**config.mk**
```make
export PLATFORM = sky130hd
export DESIGN_NAME = uart_rx_fsm_flat
export DESIGN_NICKNAME = d
export VERILOG_FILES = /design/src/rtl/uart_rx_fsm_pkg.sv /design/src/rtl/uart_rx_fsm_if.sv /design/src/rtl/uart_rx_fsm_edge_bit_counter.sv /design/src/rtl/uart_rx_fsm.sv /design/src/flat_wrapper.sv
export SDC_FILE = /design/constraint.sdc
export NUM_CORES = 1
export LEC_CHECK = 0
export ABC_CLOCK_PERIOD_IN_PS = 4490
export CAP_MARGIN = 20
export CORE_ASPECT_RATIO = 1.5
export CORE_MARGIN = 3
export CORE_UTILIZATION = 35
export CTS_BUF_LIST = sky130_fd_sc_hd__clkbuf_2
export CTS_CLUSTER_SIZE = 40
export DETAILED_ROUTE_END_ITERATION = 6
export SETUP_SLACK_MARGIN = 0.02
export SYNTH_ARGS = -nofsm -noshare
export SYNTH_HDL_FRONTEND = slang
export SYNTH_SLANG_ARGS = --single-unit
```
**constraint.sdc**
```tcl
create_clock -name CLK -period 4.49 [get_ports CLK]
set_input_delay 0.898 -clock CLK [delete_from_list [all_inputs] [get_ports CLK]]
set_output_delay 0.898 -clock CLK [all_outputs]
set_load 0.01 [all_outputs]
```
**src/rtl/uart_rx_fsm_pkg.sv**
```systemverilog
// Shared definitions for the UART RX frame controller: frame geometry,
// counter widths, FSM state encoding and the prescale clamp helper.
package uart_rx_fsm_pkg;

    localparam int unsigned DATA_WIDTH     = 8;
    localparam int unsigned PRESCALE_WIDTH = 6;
    localparam int unsigned BIT_CNT_WIDTH  = 4;
    localparam int unsigned PRESCALE_MIN   = 8;

    typedef enum logic [2:0] {
        IDLE   = 3'd0,
        START  = 3'd1,
        DATA   = 3'd2,
        PARITY = 3'd3,
        STOP   = 3'd4
    } rx_state_e;

    // Ratios below the minimum cannot place the check edge inside the bit.
    function automatic logic [PRESCALE_WIDTH-1:0] clamp_prescale(input logic [PRESCALE_WIDTH-1:0] p);
        return (p < PRESCALE_WIDTH'(PRESCALE_MIN)) ? PRESCALE_WIDTH'(PRESCALE_MIN) : p;
    endfunction

endpackage

```
**src/rtl/uart_rx_fsm_if.sv**
```systemverilog
// Bundle between the RX frame controller and the RX datapath.
//   Line/config : RX_IN, Prescale, PAR_EN
//   Checker flags: strt_glitch, par_err, stp_err
//   Controls    : dat_samp_en, edge_cnt, bit_cnt, strt/par/stp_chk_en, deser_en
//   Results     : data_valid, frame_err
// master = frame controller, slave = datapath side.
interface uart_rx_fsm_if;
    import uart_rx_fsm_pkg::*;

    logic                      RX_IN;
    logic [PRESCALE_WIDTH-1:0] Prescale;
    logic                      PAR_EN;
    logic                      strt_glitch;
    logic                      par_err;
    logic                      stp_err;
    logic                      dat_samp_en;
    logic [PRESCALE_WIDTH-1:0] edge_cnt;
    logic [BIT_CNT_WIDTH-1:0]  bit_cnt;
    logic                      strt_chk_en;
    logic                      par_chk_en;
    logic                      stp_chk_en;
    logic                      deser_en;
    logic                      data_valid;
    logic                      frame_err;

    modport master (
        input  RX_IN, Prescale, PAR_EN, strt_glitch, par_err, stp_err,
        output dat_samp_en, edge_cnt, bit_cnt, strt_chk_en, par_chk_en,
               stp_chk_en, deser_en, data_valid, frame_err
    );

    modport slave (
        output RX_IN, Prescale, PAR_EN, strt_glitch, par_err, stp_err,
        input  dat_samp_en, edge_cnt, bit_cnt, strt_chk_en, par_chk_en,
               stp_chk_en, deser_en, data_valid, frame_err
    );

endinterface

```
**src/rtl/uart_rx_fsm_edge_bit_counter.sv**
```systemverilog
// Oversample edge counter and frame bit counter.
//   CLK, RST : clock, synchronous active-high reset
//   enable   : count edges (frame in progress)
//   clear    : force both counters to 0 on the next edge
//   presc_q  : latched oversampling ratio for this frame
//   edge_cnt : 0..presc_q-1 within the current bit
//   bit_cnt  : bit index within the frame
//   wrap     : high on the last edge of a bit
module uart_rx_fsm_edge_bit_counter
    import uart_rx_fsm_pkg::*;
(
    input  logic                      CLK,
    input  logic                      RST,
    input  logic                      enable,
    input  logic                      clear,
    input  logic [PRESCALE_WIDTH-1:0] presc_q,
    output logic [PRESCALE_WIDTH-1:0] edge_cnt,
    output logic [BIT_CNT_WIDTH-1:0]  bit_cnt,
    output logic                      wrap
);

    logic [PRESCALE_WIDTH-1:0] last;

    assign last = presc_q - PRESCALE_WIDTH'(1);
    assign wrap = enable && (edge_cnt == last);

    // Edge count wraps last->0 and advances the bit index on the wrap.
    always_ff @(posedge CLK) begin
        if (RST || clear) begin
            edge_cnt <= '0;
            bit_cnt  <= '0;
        end else if (wrap) begin
            edge_cnt <= '0;
            bit_cnt  <= bit_cnt + BIT_CNT_WIDTH'(1);
        end else if (enable) begin
            edge_cnt <= edge_cnt + PRESCALE_WIDTH'(1);
        end
    end

endmodule

```
**src/rtl/uart_rx_fsm.sv**
```systemverilog
// UART RX frame controller: detects the start edge, sequences
// START/DATA/PARITY/STOP, strobes the datapath checkers and reports
// each frame with a one-cycle data_valid or frame_err.
//   CLK, RST : clock, synchronous active-high reset
//   bus      : uart_rx_fsm_if.master (line, config, checker flags, controls)
module uart_rx_fsm
    import uart_rx_fsm_pkg::*;
(
    input  logic          CLK,
    input  logic          RST,
    uart_rx_fsm_if.master bus
);

    rx_state_e                 state;
    logic [PRESCALE_WIDTH-1:0] presc_q;
    logic [PRESCALE_WIDTH-1:0] chk;
    logic [PRESCALE_WIDTH-1:0] edge_cnt;
    logic [BIT_CNT_WIDTH-1:0]  bit_cnt;
    logic                      perr_q;
    logic                      data_valid_q;
    logic                      frame_err_q;
    logic                      wrap;
    logic                      enable;
    logic                      clear;
    logic                      at_chk;

    // Sampled bit is valid two edges past mid-bit.
    assign chk    = (presc_q >> 1) + PRESCALE_WIDTH'(2);
    assign at_chk = (edge_cnt == chk);
    assign enable = (state != IDLE);
    // Counters read 0 throughout IDLE, including the first IDLE cycle.
    assign clear  = (state == IDLE)
                 || (wrap && (((state == START) && bus.strt_glitch) || (state == STOP)));

    uart_rx_fsm_edge_bit_counter u_cnt (
        .CLK      (CLK),
        .RST      (RST),
        .enable   (enable),
        .clear    (clear),
        .presc_q  (presc_q),
        .edge_cnt (edge_cnt),
        .bit_cnt  (bit_cnt),
        .wrap     (wrap)
    );

    // Frame sequencing; checker flags are only consulted on the wrap edge.
    always_ff @(posedge CLK) begin
        if (RST) begin
            state        <= IDLE;
            presc_q      <= PRESCALE_WIDTH'(PRESCALE_MIN);
            perr_q       <= 1'b0;
            data_valid_q <= 1'b0;
            frame_err_q  <= 1'b0;
        end else begin
            data_valid_q <= 1'b0;
            frame_err_q  <= 1'b0;
            case (state)
                IDLE: begin
                    if (!bus.RX_IN) begin
                        state   <= START;
                        presc_q <= clamp_prescale(bus.Prescale);
                        perr_q  <= 1'b0;
                    end
                end
                START: begin
                    if (wrap) state <= bus.strt_glitch ? IDLE : DATA;
                end
                DATA: begin
                    if (wrap && (bit_cnt == BIT_CNT_WIDTH'(DATA_WIDTH)))
                        state <= bus.PAR_EN ? PARITY : STOP;
                end
                PARITY: begin
                    if (wrap) begin
                        perr_q <= bus.par_err;
                        state  <= STOP;
                    end
                end
                STOP: begin
                    if (wrap) begin
                        if (!perr_q && !bus.stp_err) data_valid_q <= 1'b1;
                        else                         frame_err_q  <= 1'b1;
                        state <= IDLE;
                    end
                end
                default: state <= IDLE;
            endcase
        end
    end

    assign bus.dat_samp_en = (state != IDLE);
    assign bus.edge_cnt    = edge_cnt;
    assign bus.bit_cnt     = bit_cnt;
    assign bus.strt_chk_en = (state == START)  && at_chk;
    assign bus.deser_en    = (state == DATA)   && at_chk;
    assign bus.par_chk_en  = (state == PARITY) && at_chk;
    assign bus.stp_chk_en  = (state == STOP)   && at_chk;
    assign bus.data_valid  = data_valid_q;
    assign bus.frame_err   = frame_err_q;

endmodule
```
**src/flat_wrapper.sv**
```systemverilog
// flat-port wrapper written by rule: the top's interface ports become plain ports
module uart_rx_fsm_flat import uart_rx_fsm_pkg::*;
  (CLK, RST, bus_RX_IN, bus_Prescale, bus_PAR_EN, bus_strt_glitch, bus_par_err, bus_stp_err, bus_dat_samp_en, bus_edge_cnt, bus_bit_cnt, bus_strt_chk_en, bus_par_chk_en, bus_stp_chk_en, bus_deser_en, bus_data_valid, bus_frame_err);
  uart_rx_fsm_if bus_i ();
  input  logic CLK;
  input  logic RST;
  input wire logic [$bits(bus_i.RX_IN)-1:0] bus_RX_IN;
  input wire logic [$bits(bus_i.Prescale)-1:0] bus_Prescale;
  input wire logic [$bits(bus_i.PAR_EN)-1:0] bus_PAR_EN;
  input wire logic [$bits(bus_i.strt_glitch)-1:0] bus_strt_glitch;
  input wire logic [$bits(bus_i.par_err)-1:0] bus_par_err;
  input wire logic [$bits(bus_i.stp_err)-1:0] bus_stp_err;
  output wire logic [$bits(bus_i.dat_samp_en)-1:0] bus_dat_samp_en;
  output wire logic [$bits(bus_i.edge_cnt)-1:0] bus_edge_cnt;
  output wire logic [$bits(bus_i.bit_cnt)-1:0] bus_bit_cnt;
  output wire logic [$bits(bus_i.strt_chk_en)-1:0] bus_strt_chk_en;
  output wire logic [$bits(bus_i.par_chk_en)-1:0] bus_par_chk_en;
  output wire logic [$bits(bus_i.stp_chk_en)-1:0] bus_stp_chk_en;
  output wire logic [$bits(bus_i.deser_en)-1:0] bus_deser_en;
  output wire logic [$bits(bus_i.data_valid)-1:0] bus_data_valid;
  output wire logic [$bits(bus_i.frame_err)-1:0] bus_frame_err;
  assign bus_i.RX_IN = bus_RX_IN;
  assign bus_i.Prescale = bus_Prescale;
  assign bus_i.PAR_EN = bus_PAR_EN;
  assign bus_i.strt_glitch = bus_strt_glitch;
  assign bus_i.par_err = bus_par_err;
  assign bus_i.stp_err = bus_stp_err;
  assign bus_dat_samp_en = bus_i.dat_samp_en;
  assign bus_edge_cnt = bus_i.edge_cnt;
  assign bus_bit_cnt = bus_i.bit_cnt;
  assign bus_strt_chk_en = bus_i.strt_chk_en;
  assign bus_par_chk_en = bus_i.par_chk_en;
  assign bus_stp_chk_en = bus_i.stp_chk_en;
  assign bus_deser_en = bus_i.deser_en;
  assign bus_data_valid = bus_i.data_valid;
  assign bus_frame_err = bus_i.frame_err;
  uart_rx_fsm u_core (.CLK(CLK), .RST(RST), .bus(bus_i));
endmodule
```
# Word level (Yosys, flattened, before mapping)
# Cells that the tools add are included.
op_classes:
  add_sub_neg: 4
  n_lt_le_gt_ge: 1
  n_eq_ne: 12
  muxes: 14
  bitwise: 3
  n_reduce_logical: 22
op_table:
  columns: ["op", "n"]
  rows:
  - ["$mux W3", 6]
  - ["$pmux W3 S5", 1]
  - ["$eq A6 B6 Y1", 2]
  - ["$logic_and A1 B1 Y1", 9]
  - ["$ne A2 B1 Y1 const B", 4]
  - ["$add A5 B2 Y6 const B", 1]
  - ["$add A6 B1 Y6 const B", 1]
  - ["$eq A3 B2 Y1 const B", 2]
  - ["$lt A6 B4 Y1 const B", 1]
  - ["$mux W6", 1]
  - ["$sub A6 B1 Y6 const B", 1]
  - ["$reduce_and A5 Y1", 1]
  - ["$add A4 B1 Y4 const B", 1]
  - ["$eq A4 B4 Y1 const B", 1]
  - ["$mux W1", 4]
  - ["$eq A3 B1 Y1 const B", 1]
  - ["$eq A3 B3 Y1 const B", 1]
  - ["$logic_not A3 Y1", 1]
  - ["$logic_or A1 B1 Y1", 3]
  - ["$not A1 Y1", 3]
  - ["$reduce_and A3 Y1", 1]
  - ["$reduce_bool A3 Y1", 1]
  - ["$reduce_or A3 Y1", 1]
  - ["$logic_not A1 Y1", 2]
  - ["6 further kinds", 6]
word_totals:
  regBits: 22
  input_bits: 13
  output_inout_bits: 17

# Depth between registers and ports, before layout
depth:
  depth_word: 7
  mapped_depth: 10

# Hierarchy
# A second synthesis with hierarchy kept.
unflattened:
  cells_unflattened: 180
  hier_area_um2: 1472.7
by_module_without_submodules:
  columns: ["module", "n_inst", "cells_each", "area_per_inst_um2"]
  rows:
  - ["uart_rx_fsm", 1, 103, 762.0]
  - ["uart_rx_fsm_edge_bit_counter", 1, 77, 710.7]

# Worst setup path after synthesis
# No wires, ideal clock.
synth_timing:
  kind: "flip-flop to output port"
  startpoint: "register u_core.presc_q[2]"
  endpoint: "output bus_strt_chk_en"
  arrival_time_ps: 1717
  slack_ps: 1875
  path_stages_with_launch: 8
  path_cell_list: "dfxtp_1 > clkbuf_2 > inv_1 > ha_1 > xor2_1 > a211oi_1 > o2111ai_1 > nor3_1"
synth_between:
  elab_chain_cells: 3
synth_rtl:
  columns: ["item", "line", "rtl"]
  rows:
  - ["start: declaration", "uart_rx_fsm.sv:15", "logic [PRESCALE_WIDTH-1:0] presc_q;"]
  - ["start signal: assignment", "uart_rx_fsm.sv:50", "presc_q <= PRESCALE_WIDTH'(PRESCALE_MIN);"]
  - ["start signal: assignment", "uart_rx_fsm.sv:61", "presc_q <= clamp_prescale(bus.Prescale);"]
  - ["$add A5 B2 Y6", "uart_rx_fsm.sv:28", "assign chk = (presc_q >> 1) + PRESCALE_WIDTH'(2);"]
  - ["$eq A6 B6 Y1", "uart_rx_fsm.sv:29", "assign at_chk = (edge_cnt == chk);"]
  - ["$logic_and A1 B1 Y1", "uart_rx_fsm.sv:93", "assign bus.strt_chk_en = (state == START) && at_chk;"]
  - ["end: declaration", "flat_wrapper.sv:16", "output wire logic [$bits(bus_i.strt_chk_en)-1:0] bus_strt_chk_en;"]
# Every way passes these cells.

# Final worst setup path
# Ends and elaborated chain as after synthesis.

==> results.txt <==
----------------------------------------------------
[Synth]
  Main area contributors after synthesis ... sky130_fd_sc_hd__dfxtp_1 (32%), sky130_fd_sc_hd__xor2_1 (6.9%), sky130_fd_sc_hd__ha_1 (6.3%)
  Number of enable flip-flop cells after synthesis ... 0
  Async set-reset flop share out of synthesis ... 0%
  Area of the mapped netlist ... between 0.001 and 0.0015 mm^2
  Number of cells produced by synthesis ... 170
  Synth Warn # ... 0
  Number of nets produced by synthesis ... 190
  Seq/Total Area, Yosys ... 31.6%
  Synth cell count leaders ... sky130_fd_sc_hd__dfxtp_1 (22), sky130_fd_sc_hd__nor2_1 (22), sky130_fd_sc_hd__nand2_1 (17), sky130_fd_sc_hd__nor3_1 (12), sky130_fd_sc_hd__xor2_1 (11)
  Number of synthesized register bits ... 22
  Post-synthesis average cell area ... 8.21 um^2
  Most frequently used flop master after synthesis ... sky130_fd_sc_hd__dfxtp_1
  Count of distinct cell types in the synthesized netlist ... 45
  Library cell with the largest summed area after synthesis ... sky130_fd_sc_hd__dfxtp_1
  Yosys top cell area share ... 31.6%

[Detailed routing]
  Total DRC errors in the routed layout ... 0
  Met2 Wirelength ... 1.74 mm
  Average wire per standard cell ... 13.5 um
  Top layer in use ... met4
  Vias per Instance ... 5.31
  Final routed wirelength across all metal layers ... 3.21 mm
  Number of optimization iterations in the first detailed-route pass ... 4
  Routed vias ... 1264
  Iter 0 DRT Violations ... 25
  Routed wl met3 ... ~130 um
  Final ANT Viol Nets ... 0
  WL met1 ... 1.30 mm

[Power]
  Proportion of power drawn by the clock network ... 14.0%
  Peak supply drop ... ~0.17 mV
  NetSw ... 0.222 mW
  Switching part of the total power ... 40.1%
  Power consumption ... around 0.55 mW
  Part of the power in registers ... 44.2%
  Fraction of power consumed by combinational cells ... around two fifths
  Leakage power figure ... 0.628 nW
  Power density over the cells ... between 300 and 400 mW/mm^2
  Internal ... 0.332 mW

[Finish]
  Post-route design area ... 0.00172 mm^2
  Share of layout cells above drive strength 1 ... 8.72%
  Number of antenna diodes ... 0
  NumNets Final ... 216
  Layout Area Growth over Synthesis ... 23.0%

[Placed design]
  RePlAce Congestion ... 0.930
  Post-detailed-placement cell area ... 0.00170 mm^2
  Count of port buffers added during placement ... 29
  Dpl hpwl ... 2.62 mm

[Clock tree]
  Clock tree from TritonCTS ... built
  TritonCTS Sinks ... 22
  Cts hold-fix bufs ... 0
  Num CTS Buffers ... 3
  # Post-CTS Setup Buffers ... 0
  Maximum buffer depth of the clock tree ... 2
  Post-cts gate resize count ... 0
  Skew-Pair Late Insertion Delay ... 340 ps
  Root Buffer ... sky130_fd_sc_hd__clkbuf_2
  Register clock-pin slew on the reported worst setup and hold paths ... roughly 180 ps
  Number of H-tree branching levels ... 1

[Timing]
  Final sum of negative setup slack ... 0 ps
  Worst clock skew ... 27.9 ps
  Final Cycle Share ... 82.1%
  Worst slew slack as a fraction of its limit ... a little over half
  Final worst path period need ... 3690 ps
  Tightest Pin Transition ... 679 ps
  Pins over their slew limit ... 0
  RSZ-0062 raised after global routing ... false
  Final setup violation count ... 0
  Hold violation count in the final report ... 0
  Maximum achievable frequency ... about 270 MHz

[Global route]
  Global route overflow ... 0
  Vias in the first global route ... roughly 1200
  First-pass GRT wire length ... 5.44 mm
  Pin count of the biggest net entering global routing ... 20
  Overall fraction of global-route tracks in use ... between 10% and 20%
  Initial antenna violation count ... 0

[Die]
  Height of the die ... 83.3 um
  Die Outline Area ... 0.00480 mm^2
  Standard-cell rows ... 27
  Core area ... 0.00375 mm^2
  Die boundary width ... 57.6 um
  Number of top-level pins ... 30
  Initial Util ... ~37%

[Worst hold path]
  Worst hold path class ... reg2reg

[Outcome]
  Outcome ... finished, final reports clean

[Worst setup path]
  Type of destination of the critical path ... output port
  Kind of critical path ... reg2out
  CP max-delay cell ... sky130_fd_sc_hd__clkdlybuf4s50_1
  Maximum cell stage delay along the critical path ... approximately 570 ps
  Critical path data arrival time ... 2790 ps
  Startpoint types ... flip-flop
  Slack of the worst reg-to-reg path ... around 2300 ps
  Crit-path max FO ... 7
  Required time of the worst setup path ... 3590 ps
  Critical path cell sequence ... ha_1 -> xor2_1 -> o211ai_1 -> o21a_1 -> o22ai_1 -> o2111ai_1 -> nor3_1 -> clkdlybuf4s50_1

[Job]
  Reported max-cap violation count ... 0

----------------------------------------------------
==> final cells by class <==
type | count | area [um^2]
clock inverter | 1 | 3.75
sequential | 22 | 440
tap | 43 | 53.8
multi-input combinational | 130 | 876
timing repair buffer | 29 | 290
inverter | 10 | 37.5
fill | 387 | 2030
clock buffer | 3 | 15.0
==> per-layer routing <==
metal / track usage [%] / vias up
li1: - / 633
met5: 0 / -
met2: 25.6 / 28
met1: 15.8 / 599
met3: 1.87 / 4
met4: 5.91 / 0
==> cell families after synthesis <==
| kind of cell | Yosys count | synth area share, % |
|---|---|---|
| flip-flops | 22 | 31.6 |
| adder cells (fa/ha/maj) | 7 | 6.28 |
| AND/OR/NAND/NOR | 76 | 27.0 |
| multiplexers | 2 | 1.79 |
| buffers and inverters | 18 | 5.65 |
| AO/OA/AOI/OAI | 25 | 15.2 |
| XOR/XNOR | 20 | 12.6 |
==> state kept, by name, indices dropped and copies added, names as in the netlist <==
name                   flops
u_core.u_cnt.bit_cnt       4
u_core.bus.frame_err       1
u_core.bus.data_valid      1
u_core.state               3
u_core.u_cnt.edge_cnt      6
u_core.presc_q             6
u_core.perr_q              1
==> power groups by stage <==
stage	clock [mW]	sequential (mW)	combinational, mW
final	0.0776	0.245	0.232
after global routing	0.0887	0.249	0.260
after CTS	0.0807	0.245	0.235
after detailed placement	0	0.249	0.234
after global placement	0	0.248	0.229
after floorplan	0	0.236	0.183
==> final timing paths <==
check / cells past startpoint / endpoint / from
max reg2reg: 8 / u_core.state[1] / u_core.presc_q[1]
max: 8 / bus_strt_chk_en / u_core.presc_q[2]
min reg2reg: 1 / u_core.bus.data_valid / u_core.perr_q
min: 1 / u_core.bus.data_valid / u_core.perr_q
==> worst max-delay path, delay by kind of cell, from the launching register on <==
kind | cells | cell delay, ps
adder cells (fa/ha/maj) | 1 | 260
AND/OR/NAND/NOR | 1 | 250
buffers and inverters | 1 | 570
AO/OA/AOI/OAI | 4 | 630
flip-flops | 1 | 530
XOR/XNOR | 1 | 250
==> metrics by stage <==
step / std cells / setup WS, ps / util, % / hold slack, ps
final: 238 / 803 / 45.8 / 460
after CTS: 238 / 808 / 45.8 / 467
after global placement: 234 / 1340 / 45.3 / 444
after global routing: 238 / 639 / 45.8 / 495
after detailed placement: 234 / 1220 / 45.3 / 442
after floorplan: 170 / 1870 / - / 415
==> placed cells by master, fill, tap and decap left out, types with 2 or more instances in the layout <==
master and n:
sky130_fd_sc_hd__dfxtp_1 22, sky130_fd_sc_hd__clkbuf_2 3, sky130_fd_sc_hd__and3_2 2, sky130_fd_sc_hd__nor2_1 22, sky130_fd_sc_hd__or3_1 2, sky130_fd_sc_hd__nor2b_1 2
sky130_fd_sc_hd__xor2_1 11, sky130_fd_sc_hd__inv_1 9, sky130_fd_sc_hd__nand4_1 3, sky130_fd_sc_hd__nor3_1 12, sky130_fd_sc_hd__a21oi_1 8, sky130_fd_sc_hd__nand2b_1 2
sky130_fd_sc_hd__nand3_1 6, sky130_fd_sc_hd__or2_2 2, sky130_fd_sc_hd__xnor2_1 9, sky130_fd_sc_hd__a211oi_1 2, sky130_fd_sc_hd__clkdlybuf4s50_1 29, sky130_fd_sc_hd__nand2_1 17
sky130_fd_sc_hd__ha_1 7
Power figures use the tool's default switching activity.
